===== config.mk =====
export PLATFORM = sky130hd
export DESIGN_NAME = pwm_tick_gen
export DESIGN_NICKNAME = d
export VERILOG_FILES = /design/src/rtl/pwm_pkg.sv /design/src/rtl/edge_detect_rise.sv /design/src/rtl/pwm_tick_gen.sv
export SDC_FILE = /design/constraint.sdc
export NUM_CORES = 1
export LEC_CHECK = 0
export BUFFER_PORTS_ARGS = -buffer_cell sky130_fd_sc_hd__buf_2
export CAP_MARGIN = 20
export CORE_MARGIN = 4
export CORE_UTILIZATION = 61
export DETAILED_ROUTE_END_ITERATION = 6
export HOLD_SLACK_MARGIN = 0.05
export PLACE_DENSITY = 0.91
export SYNTH_ARGS = -nofsm -noshare
export SYNTH_HDL_FRONTEND = slang
export SYNTH_SLANG_ARGS = --single-unit

===== constraint.sdc =====
create_clock -name clk_in -period 7.8 [get_ports clk_in]
set_clock_uncertainty 0.05 [all_clocks]
set_input_delay 0.39 -clock clk_in [delete_from_list [all_inputs] [get_ports clk_in]]
set_output_delay 0.39 -clock clk_in [all_outputs]
set_load 0.02 [all_outputs]

===== src/rtl/pwm_pkg.sv =====
`default_nettype none
// ============================================================================
// Module      : pwm_pkg
// Description : Shared types and defaults for the PWM tick generator.
// Revision    : 1.0 - initial release
// ============================================================================
package pwm_pkg;

    // Default width of period, duty and counter.
    localparam int unsigned c_CNT_W = 8;

    // Controller states, explicitly encoded.
    typedef enum logic [1:0] {
        ST_IDLE = 2'd0,
        ST_RUN  = 2'd1,
        ST_STOP = 2'd2
    } pwm_state_t;

endpackage
`default_nettype wire


===== src/rtl/edge_detect_rise.sv =====
`default_nettype none
// ============================================================================
// Module      : edge_detect_rise
// Description : One-cycle pulse on each rising edge of a level that is already
//               in the clk_in domain. A level held high yields one pulse.
// Revision    : 1.0 - initial release
// ============================================================================
module edge_detect_rise (
    input  logic clk_in,
    input  logic rst_n,
    input  logic sig_in,
    output logic rise
);

    logic r_prev;

    // Remember last cycle's level so a rise can be spotted.
    always_ff @(posedge clk_in or negedge rst_n) begin
        if (!rst_n) begin
            r_prev <= 1'b0;
        end else begin
            r_prev <= sig_in;
        end
    end

    assign rise = sig_in & ~r_prev;

endmodule
`default_nettype wire


===== src/rtl/pwm_tick_gen.sv =====
`default_nettype none
// ============================================================================
// Module      : pwm_tick_gen
// Description : PWM generator counting rising edges of a divided clock, with
//               double-buffered period/duty that switch only at boundaries.
// Revision    : 1.0 - initial release
// ============================================================================
module pwm_tick_gen
    import pwm_pkg::*;
#(
    parameter int unsigned CNT_W = c_CNT_W
) (
    input  logic             clk_in,
    input  logic             rst_n,
    input  logic             tick_src,
    input  logic             en,
    input  logic             cfg_valid,
    output logic             cfg_ready,
    input  logic [CNT_W-1:0] cfg_period,
    input  logic [CNT_W-1:0] cfg_duty,
    output logic             pwm_out,
    output logic             period_start,
    output logic             busy
);

    localparam logic [CNT_W-1:0] c_ONE = {{(CNT_W-1){1'b0}}, 1'b1};

    pwm_state_t       r_state,  w_state_nxt;
    logic [CNT_W-1:0] r_cnt,    w_cnt_nxt;
    logic [CNT_W-1:0] r_per_a,  w_per_a_nxt;
    logic [CNT_W-1:0] r_duty_a, w_duty_a_nxt;
    logic [CNT_W-1:0] r_per_s,  w_per_s_nxt;
    logic [CNT_W-1:0] r_duty_s, w_duty_s_nxt;
    logic             r_pend,   w_pend_nxt;
    logic             r_pwm,    w_pwm_nxt;
    logic             r_ps,     w_ps_nxt;
    logic             w_tick;
    logic             w_xfer;
    logic             w_boundary;

    edge_detect_rise u_tick_edge (
        .clk_in (clk_in),
        .rst_n  (rst_n),
        .sig_in (tick_src),
        .rise   (w_tick)
    );

    assign cfg_ready    = ~r_pend;
    assign w_xfer       = cfg_valid & ~r_pend;
    assign w_boundary   = w_tick & (r_cnt == r_per_a);
    assign pwm_out      = r_pwm;
    assign period_start = r_ps;
    assign busy         = (r_state != ST_IDLE);

    // Next-state, counter, config buffering and output decode.
    always_comb begin
        w_state_nxt  = r_state;
        w_cnt_nxt    = r_cnt;
        w_per_a_nxt  = r_per_a;
        w_duty_a_nxt = r_duty_a;
        w_per_s_nxt  = r_per_s;
        w_duty_s_nxt = r_duty_s;
        w_pend_nxt   = r_pend;
        w_ps_nxt     = 1'b0;

        if (r_state == ST_IDLE) begin
            // Idle: config goes straight to the active set.
            if (w_xfer) begin
                w_per_a_nxt  = cfg_period;
                w_duty_a_nxt = cfg_duty;
            end
        end else begin
            // Counting runs in both RUN and STOP.
            if (w_tick) begin
                if (w_boundary) begin
                    w_cnt_nxt = '0;
                    if (r_pend) begin
                        w_per_a_nxt  = r_per_s;
                        w_duty_a_nxt = r_duty_s;
                        w_pend_nxt   = 1'b0;
                    end
                end else begin
                    w_cnt_nxt = r_cnt + c_ONE;
                end
            end
            // A transfer needs pend low, so it never collides with a load.
            if (w_xfer) begin
                w_per_s_nxt  = cfg_period;
                w_duty_s_nxt = cfg_duty;
                w_pend_nxt   = 1'b1;
            end
        end

        case (r_state)
            ST_IDLE: begin
                if (en) begin
                    w_state_nxt = ST_RUN;
                    w_cnt_nxt   = '0;
                    w_ps_nxt    = 1'b1;
                end
            end
            ST_RUN: begin
                w_ps_nxt = w_boundary;
                if (!en) begin
                    w_state_nxt = ST_STOP;
                end
            end
            ST_STOP: begin
                // A returning enable wins over the final boundary.
                if (en) begin
                    w_state_nxt = ST_RUN;
                    w_ps_nxt    = w_boundary;
                end else if (w_boundary) begin
                    w_state_nxt = ST_IDLE;
                end
            end
            default: begin
                w_state_nxt = ST_IDLE;
            end
        endcase

        w_pwm_nxt = (w_state_nxt != ST_IDLE) && (w_cnt_nxt < w_duty_a_nxt);
    end

    // State and datapath registers.
    always_ff @(posedge clk_in or negedge rst_n) begin
        if (!rst_n) begin
            r_state  <= ST_IDLE;
            r_cnt    <= '0;
            r_per_a  <= '0;
            r_duty_a <= '0;
            r_per_s  <= '0;
            r_duty_s <= '0;
            r_pend   <= 1'b0;
            r_pwm    <= 1'b0;
            r_ps     <= 1'b0;
        end else begin
            r_state  <= w_state_nxt;
            r_cnt    <= w_cnt_nxt;
            r_per_a  <= w_per_a_nxt;
            r_duty_a <= w_duty_a_nxt;
            r_per_s  <= w_per_s_nxt;
            r_duty_s <= w_duty_s_nxt;
            r_pend   <= w_pend_nxt;
            r_pwm    <= w_pwm_nxt;
            r_ps     <= w_ps_nxt;
        end
    end

endmodule
`default_nettype wire


==> impl_metrics.toml, run 1 <==
[clock_network]
clock_latency_ns = 0.30
ctsResizeCount = 0
cts_max_path_buffers = 2
cts_sinks = 46
cts_buffers = 5
postCtsSetupBuffers = 0
h-tree-depth = 2
postCtsHoldBufs = 0
cts_tree = "done"
cts.clk_slew.worst_paths_ns = 0.08
cts_root_buffer = "clkbuf_8"

[layout]
nFillCells = 273
layout-drive-gt1-share = 0.229
antennaDiodeCount = 0
final_nets = 278
synthToLayoutAreaGrowth_pct = 12.4

[global_routing]
grt_max_degree = 47
antenna_found_initial = 0
grt_overflow = 0
grtUsageTotal = 0.222
grt_pass1_vias = 1792
grt_first_pass_wirelength_um = 8620

[detailed_routing]
wl_per_cell_um = 17.2
vias_per_cell = 6.16
final_antenna_net_count = 0
remaining_drc_errors = 0
dr.first_iter.drc_count = 146
dr.pass1.iters = 4
vias = 1829
wirelength_um = 5100

[yosys]
async_flop_share = 1.00
yosysWarnings = 0
synth_area_per_cell_um2 = 10.6
synthTopCellsByCount = "46 x dfrtp_1, 27 x nand2_1, 16 x mux2_2"
ys_seq_area_frac = 0.486
synth_nets = 253
synth_top_area_cell = "dfrtp_1"
ys_ff_latch = 46
synth_top_area_share = 0.486
yosys-top-cells-area = "dfrtp_1 49%, mux2_2 7.6%, nand2_1 4.3%, ha_1 4.2%, a221oi_1 3.0%"
synth_edf_count = 0
syn-cell-area_um2 = 2370
synthCells = 224
synth-main-ff-cell = "dfrtp_1"
synth_cell_types = 44
yosysMostFrequentCell = "dfrtp_1"

[sta]
period_share = 0.513
max_freq_mhz = 250
setup_tns_ns = 0
layout_min_cycle_time_ns = 4.00
rsz0062_at_grt = "no"
relSlewSlack = 0.422
whs_ns = 0.165
hold_viol = 0
tightest_slew_ns = 0.866
drv_slew = 0
setup_viol = 0

[floorplanning]
core_area_um2 = 3720
die_area_um2 = 4950
pin_count = 25
initial_core_util = 0.638
fp.dieH_um = 70.3
die_x_um = 70.3
rows = 22

[worst_setup_path]
cp.required_ns = 7.93
arrival_ns = 4.13
critPathCaptureType = "flop"
cp_max_fo = 15
critPathLaunchType = "flop"
reg2reg_slack_ns = 3.80
critPathKind = "flop to flop"

[pwr]
p_clk_frac = 0.213
combPwrFrac = 0.314
powerDensity_nw_per_um2 = 313
ir_drop_mv = 0.191
p_switching_mw = 0.267
p_int_mw = 0.567
p_leak_nw = 1.21
sw_frac_of_total = 0.320
p_total_mw = 0.834
seqPwrFrac = 0.474

[place]
io_buffers = 24
finalWeightedCongestion = 0.921
dp_hpwl_um = 3760

[min_path]
min_path_type = "input port to flop"

[outcome]
outcome = "complete, no violations"

[run]
cap_violations = 0
-- cells by family (layout without fill, tap and decap cells) --
group | after synthesis | after routing | share of synthesized area
AND/OR/NAND/NOR | 85 | 85 | 0.183
buffers and inverters | 14 | 39 | 0.0253
AO/OA/AOI/OAI | 42 | 42 | 0.140
adder cells (fa/ha/maj) | 8 | 8 | 0.0422
XOR/XNOR | 13 | 13 | 0.0480
flip-flops | 46 | 46 | 0.486
multiplexers | 16 | 16 | 0.0760
-- power by group through the flow --
| stage | Sequential, mW | Clock, mW | Combinational (mW) |
|---|---|---|---|
| global route | 0.405 | 0.189 | 0.289 |
| global placement | 0.392 | 0 | 0.245 |
| detailed placement | 0.397 | 0 | 0.261 |
| finish | 0.395 | 0.177 | 0.262 |
| floorplan | 0.381 | 0 | 0.202 |
| CTS | 0.393 | 0.180 | 0.261 |
-- cell type report --
type	count	area (µm²)	area share
tap	48	60.1	0.0226
clock inverter	1	30.0	0.0113
multi-input combinational	164	1160	0.435
timing repair buffer	28	165	0.0620
inverter	4	15.0	0.00564
sequential	46	1150	0.432
clock buffer	6	82.6	0.0310
-- layout by cell type, fill, tap and decap left out, drive strengths merged, types with 3 or more instances in the layout --
cell     n
a211oi   3
a31oi    9
nor3    10
nand3    7
xor2     6
ha       8
and2     7
clkbuf   6
nand2   27
xnor2    7
nor2    14
inv      4
nand4    6
a221oi   8
a221o    6
mux2    16
and3     4
buf     27
dfrtp   46
nand2b   3
-- through the flow --
stage	worst slack, ns	cells	cell area, µm²	util
after floorplan	4.51	224	2370	-
after global placement	4.04	288	2520	0.678
after detailed placement	3.84	288	2520	0.678
after CTS	3.81	295	2630	0.708
after global routing	3.50	297	2660	0.716
final	3.80	297	2660	0.716
-- layer usage --
metal  vias up  track usage  wire (µm)
met5         -            0          0
met4         0       0.0979        109
li1        871            -          -
met2        59        0.365       2520
met3        12       0.0374        278
met1       887        0.289       2190
-- registers in the layout, indices dropped and copies added, names as in the netlist --
name and flops:
r_pend 1, r_duty_a 8, r_duty_s 8, r_per_s 8
r_state 2, period_start 1, r_per_a 8, u_tick_edge.r_prev 1
pwm_out 1, r_cnt 8
-- worst max-delay path: stages, from the launching register on --
cell and delay [ns]:
dfrtp_1 0.45, nor2_1 0.08, buf_4 0.18, inv_1 0.36, nand3_1 0.23, nor4_4 0.46
buf_4 0.31, nor2_2 0.13, a221oi_1 0.31, ha_1 0.30, a21o_1 0.16, a221oi_1 0.26
nand2_1 0.09, a211o_1 0.22, a221oi_1 0.27
-- worst paths after layout --
check | start | cells after the start | end
max | r_state[0] | 14 | pwm_out
min | tick_src | 1 | u_tick_edge.r_prev
max reg2reg | r_state[0] | 14 | pwm_out
min reg2reg | r_per_s[7] | 1 | r_per_s[7]
max in group asynchronous | rst_n | 3 | r_duty_a[5]
min in group asynchronous | rst_n | 2 | r_duty_a[0]
(Power assumes the default switching activity.)
==> inputs of run 2 (changes only) <==
Settings changed: CORE_UTILIZATION 61 to 52, PLACE_DENSITY 0.91 to 0.84.
Clock period 7.8 ns to 3.5 ns, I/O delays scaled along.
==> impl_metrics.toml, run 2 (same netlist as run 1, synthesis figures left out) <==
[outcome]
outcome = "complete, no violations"

[layout]
final_area_um2 = 2800
layout-drive-gt1-share = 0.287
mostFrequentLayoutCells = "46 x dfrtp_1, 27 x nand2_1, 24 x buf_2"
final_common_cell = "dfrtp_1"
final_nets = 289
antennaDiodeCount = 0
synthToLayoutAreaGrowth_pct = 18.1

[clock_network]
cts_sinks = 46
cts.clk_slew.worst_paths_ns = 0.09
postCtsSetupBuffers = 0
cts_root_buffer = "clkbuf_8"
cts_buffers = 5
cts_max_path_buffers = 2
h-tree-depth = 2
clock_latency_ns = 0.31
cts_tree = "done"

[pwr]
sw_frac_of_total = 0.333
combPwrFrac = 0.335
p_int_mw = 1.28
seqPwrFrac = 0.457
p_switching_mw = 0.638
powerDensity_nw_per_um2 = 685
p_leak_nw = 1.27
p_clk_frac = 0.208
ir_drop_mv = 0.416

[sta]
relSlewSlack = 0.472
max_freq_mhz = 297
hold_viol = 0
layout_min_cycle_time_ns = 3.36
drv_slew = 0
setup_ws_ns = 0.137
tightest_slew_ns = 0.792
setup_viol = 0
period_share = 0.961

[global_routing]
grt_max_degree = 47
grt_overflow = 0
grt_pass1_vias = 1945
grt_first_pass_wirelength_um = 8960
antenna_found_initial = 0
grtUsageTotal = 0.207

[worst_setup_path]
critPathLaunchType = "flop"
worstReg2RegEnd = "pwm_out"
critPathKind = "flop to flop"
arrival_ns = 3.53
critPathCaptureType = "flop"
cp.required_ns = 3.67
cp_max_fo = 4
reg2reg_slack_ns = 0.14
r2r-start = "r_cnt[6]"
reg2reg_depth = 11

[place]
finalWeightedCongestion = 0.983
dp_hpwl_um = 3930
postPlaceCellArea_um2 = 2600
io_buffers = 24
place_ws_ns = 0.0296

[run]
cap_violations = 0

[min_path]
min_path_type = "input port to flop"
hp-start = "cfg_duty[1]"
min_to = "r_duty_s[1]"
holdPathStages = 2

[floorplanning]
fp.dieH_um = 75.5
pin_count = 25
initial_core_util = 0.541
rows = 24
die_area_um2 = 5700
core_area_um2 = 4380
die_x_um = 75.5

[detailed_routing]
vias = 1931
vias_per_cell = 6.17
remaining_drc_errors = 0
final_antenna_net_count = 0
wl_per_cell_um = 17.5
dr.first_iter.drc_count = 158
dr.pass1.iters = 4
wirelength_um = 5470
## run 2: worst max-delay path, stage by stage, from the launching register on
cell and delay (ns):
dfrtp_1 0.42, xor2_1 0.18, or4_4 0.58, or3_1 0.43, o21ai_2 0.15, nor2_1 0.10
ha_1 0.32, a21o_1 0.17, a221oi_1 0.29, nand2_1 0.14, a211o_1 0.26, a221oi_2 0.17
## run 2: routing by layer
metal / share of wire / track usage
met1: 0.41 / 0.278
met2: 0.50 / 0.334
met3: 0.074 / 0.0475
met4: 0.019 / 0.0699
met5: 0 / 0
## run 2: metrics by stage
stage	utilization	setup TNS (ns)	total power, mW	hold slack (ns)	std cells
3_5_place_dp	0.593	0	1.48	0.261	302
2_1_floorplan	-	0	1.30	-0.171	224
5_1_grt	0.638	-0.00788	2.03	0.0608	313
6_report	0.638	0	1.92	0.0580	313
4_1_cts	0.623	0	1.88	0.0556	312
3_3_place_gp	0.593	0	1.43	0.258	302
## run 2: power groups by stage
stage,combinational (mW),sequential [mW],clock [mW]
floorplan,0.450,0.850,0
global route,0.715,0.899,0.418
finish,0.641,0.877,0.399
CTS,0.605,0.869,0.402
global placement,0.562,0.869,0
detailed placement,0.597,0.879,0
## run 2: worst max-delay path by stage
stage | startpoint | slack, ns | depth (start not counted) | to
2_1_floorplan | r_cnt[6] | 0.21 | 12 | pwm_out
3_3_place_gp | r_cnt[6] | 0.19 | 11 | pwm_out
3_5_place_dp | r_cnt[6] | 0.03 | 11 | pwm_out
4_1_cts | r_cnt[6] | 0.02 | 11 | pwm_out
5_1_grt | r_cnt[6] | -0.008 | 11 | pwm_out
6_report | r_cnt[6] | 0.14 | 11 | pwm_out
## run 2: area by class of cell
type / count / area [µm²]
tap: 52 / 65.1
inverter: 4 / 15.0
clock buffer: 6 / 72.6
clock inverter: 2 / 37.5
multi-input combinational: 164 / 1210
timing repair buffer: 39 / 250
fill: 342 / 1590
sequential: 46 / 1150
## run 2: timing repair
action                                  CTS  global route
endpoints found under the setup margin    0             1
resized for setup                         0             9
hold endpoints to repair                 47             0
hold buffers                              2             0
==> inputs of run 3 (changes only) <==
Settings changed: CORE_ASPECT_RATIO set to 2.
==> impl_metrics.toml, run 3 (same netlist as run 1, synthesis figures left out) <==
[global_routing]
antenna_found_initial = 0
grt_first_pass_wirelength_um = 9000
grtUsageTotal = 0.203
grt_overflow = 0
grt_pass1_vias = 1891
grt_max_degree = 47

[detailed_routing]
dr.first_iter.drc_count = 64
vias = 1847
wl_per_cell_um = 17.0
dr.pass1.iters = 4
wirelength_um = 5370
remaining_drc_errors = 0
final_antenna_net_count = 0
vias_per_cell = 5.86

[clock_network]
postCtsSetupBuffers = 0
h-tree-depth = 2
cts.clk_slew.worst_paths_ns = 0.09
cts_sinks = 46
clock_latency_ns = 0.30
cts_buffers = 5
cts_root_buffer = "clkbuf_8"
cts_max_path_buffers = 2
cts_tree = "done"

[worst_setup_path]
critPathLaunchType = "flop"
slowest_stage = "or4_4"
critPathCaptureType = "flop"
arrival_ns = 3.47
slowest_delay_ns = 0.58
critPathKind = "flop to flop"
cp_max_fo = 4
cp.required_ns = 3.61
path_cells = "xor2_1, or4_4, or3_4, buf_4, o211ai_1, nand2_1, ha_4, nand4_1, a211oi_2, a21bo_2, a31oi_1, a221oi_1"

[floorplanning]
die_area_um2 = 5770
rows = 34
die_x_um = 55.7
initial_core_util = 0.541
pin_count = 25
core_area_um2 = 4380
fp.dieH_um = 103

[pwr]
combPwrFrac = 0.333
sw_frac_of_total = 0.328
powerDensity_nw_per_um2 = 669
p_int_mw = 1.26
p_switching_mw = 0.613
seqPwrFrac = 0.468
p_clk_frac = 0.199
p_leak_nw = 1.27
ir_drop_mv = 0.389

[sta]
max_freq_mhz = 298
rsz0062_at_grt = "no"
layout_min_cycle_time_ns = 3.36
setup_tns_ns = 0
hold_viol = 0
period_share = 0.960
whs_ns = 0.0661
drv_slew = 0
tightest_slew_ns = 0.836
setup_viol = 0
relSlewSlack = 0.443

[place]
finalWeightedCongestion = 0.916
dp_hpwl_um = 3950
io_buffers = 24
postPlaceCellArea_um2 = 2600

[layout]
synthToLayoutAreaGrowth_pct = 18.0
final_area_um2 = 2800
antennaDiodeCount = 0
final_common_cell = "dfrtp_1"
mostFrequentLayoutCells = "46 x dfrtp_1, 27 x nand2_1, 24 x buf_2"
layout-drive-gt1-share = 0.284
final_nets = 289

[outcome]
outcome = "complete, no violations"

[min_path]
min_path_type = "input port to flop"

[run]
cap_violations = 0
[run 3: changes by cell type in the layout (fill, tap and decap cells not counted), sizes merged]
cell,previous run,this run
clkbuf,6,8
bufinv,1,0
clkinvlp,1,0
[run 3: final timing paths]
kind | start | endpoint | slack [ns] | depth (start not counted)
max | r_cnt[6] | pwm_out | 0.14 | 12
min | cfg_period[6] | r_per_s[6] | 0.07 | 2
max reg2reg | r_cnt[6] | pwm_out | 0.14 | 12
min reg2reg | r_per_s[7] | r_per_s[7] | 0.46 | 1
max in group asynchronous | rst_n | r_duty_s[1] | 2.78 | 3
min in group asynchronous | rst_n | r_per_s[2] | 0.17 | 2
[run 3: through the flow]
stage / setup WS (ns) / utilization / power, mW / cells
floorplan: 0.212 / - / 1.30 / 224
global placement: 0.0460 / 0.594 / 1.44 / 304
detailed placement: 0.00854 / 0.594 / 1.47 / 304
CTS: 0.0721 / 0.625 / 1.85 / 314
global route: 0.0115 / 0.638 / 1.99 / 315
finish: 0.140 / 0.638 / 1.87 / 315
[run 3: layout make-up]
type / count / area [µm²]
Fill cell: 375 / 1590
Multi-Input combinational cell: 164 / 1200
Sequential cell: 46 / 1150
Timing Repair Buffer: 39 / 250
Clock buffer: 8 / 110
Tap cell: 54 / 67.6
Inverter: 4 / 15.0
[run 3: layer usage]
metal / vias to the layer above / global-route usage / share of wire
met5: - / 0 / 0
met4: 0 / 0.0918 / 0.016
met3: 9 / 0.0373 / 0.026
met2: 34 / 0.378 / 0.55
met1: 908 / 0.221 / 0.40
li1: 896 / - / -
[run 3: worst max-delay path, delay by kind of cell (launching register included)]
family | cells | cell delay (ns)
simple gates | 4 | 1.32
compound gates | 5 | 0.79
flops | 1 | 0.40
fa+ha+maj | 1 | 0.32
xor+xnor | 1 | 0.18
buf+inv | 1 | 0.16
[run 3: power groups by stage]
stage / sequential [mW] / combinational [mW] / clock [mW]
2_1_floorplan: 0.850 / 0.450 / 0
3_3_place_gp: 0.869 / 0.568 / 0
3_5_place_dp: 0.881 / 0.587 / 0
4_1_cts: 0.873 / 0.595 / 0.382
5_1_grt: 0.900 / 0.692 / 0.399
6_report: 0.876 / 0.623 / 0.372
[run 3: timing repair]
action	4_1_cts	5_1_grt
gates cloned	0	0
endpoints found under the setup margin	1	1
resized for setup	1	6
pin swaps	0	1
endpoints found under the hold margin	47	0
hold buffers	2	0
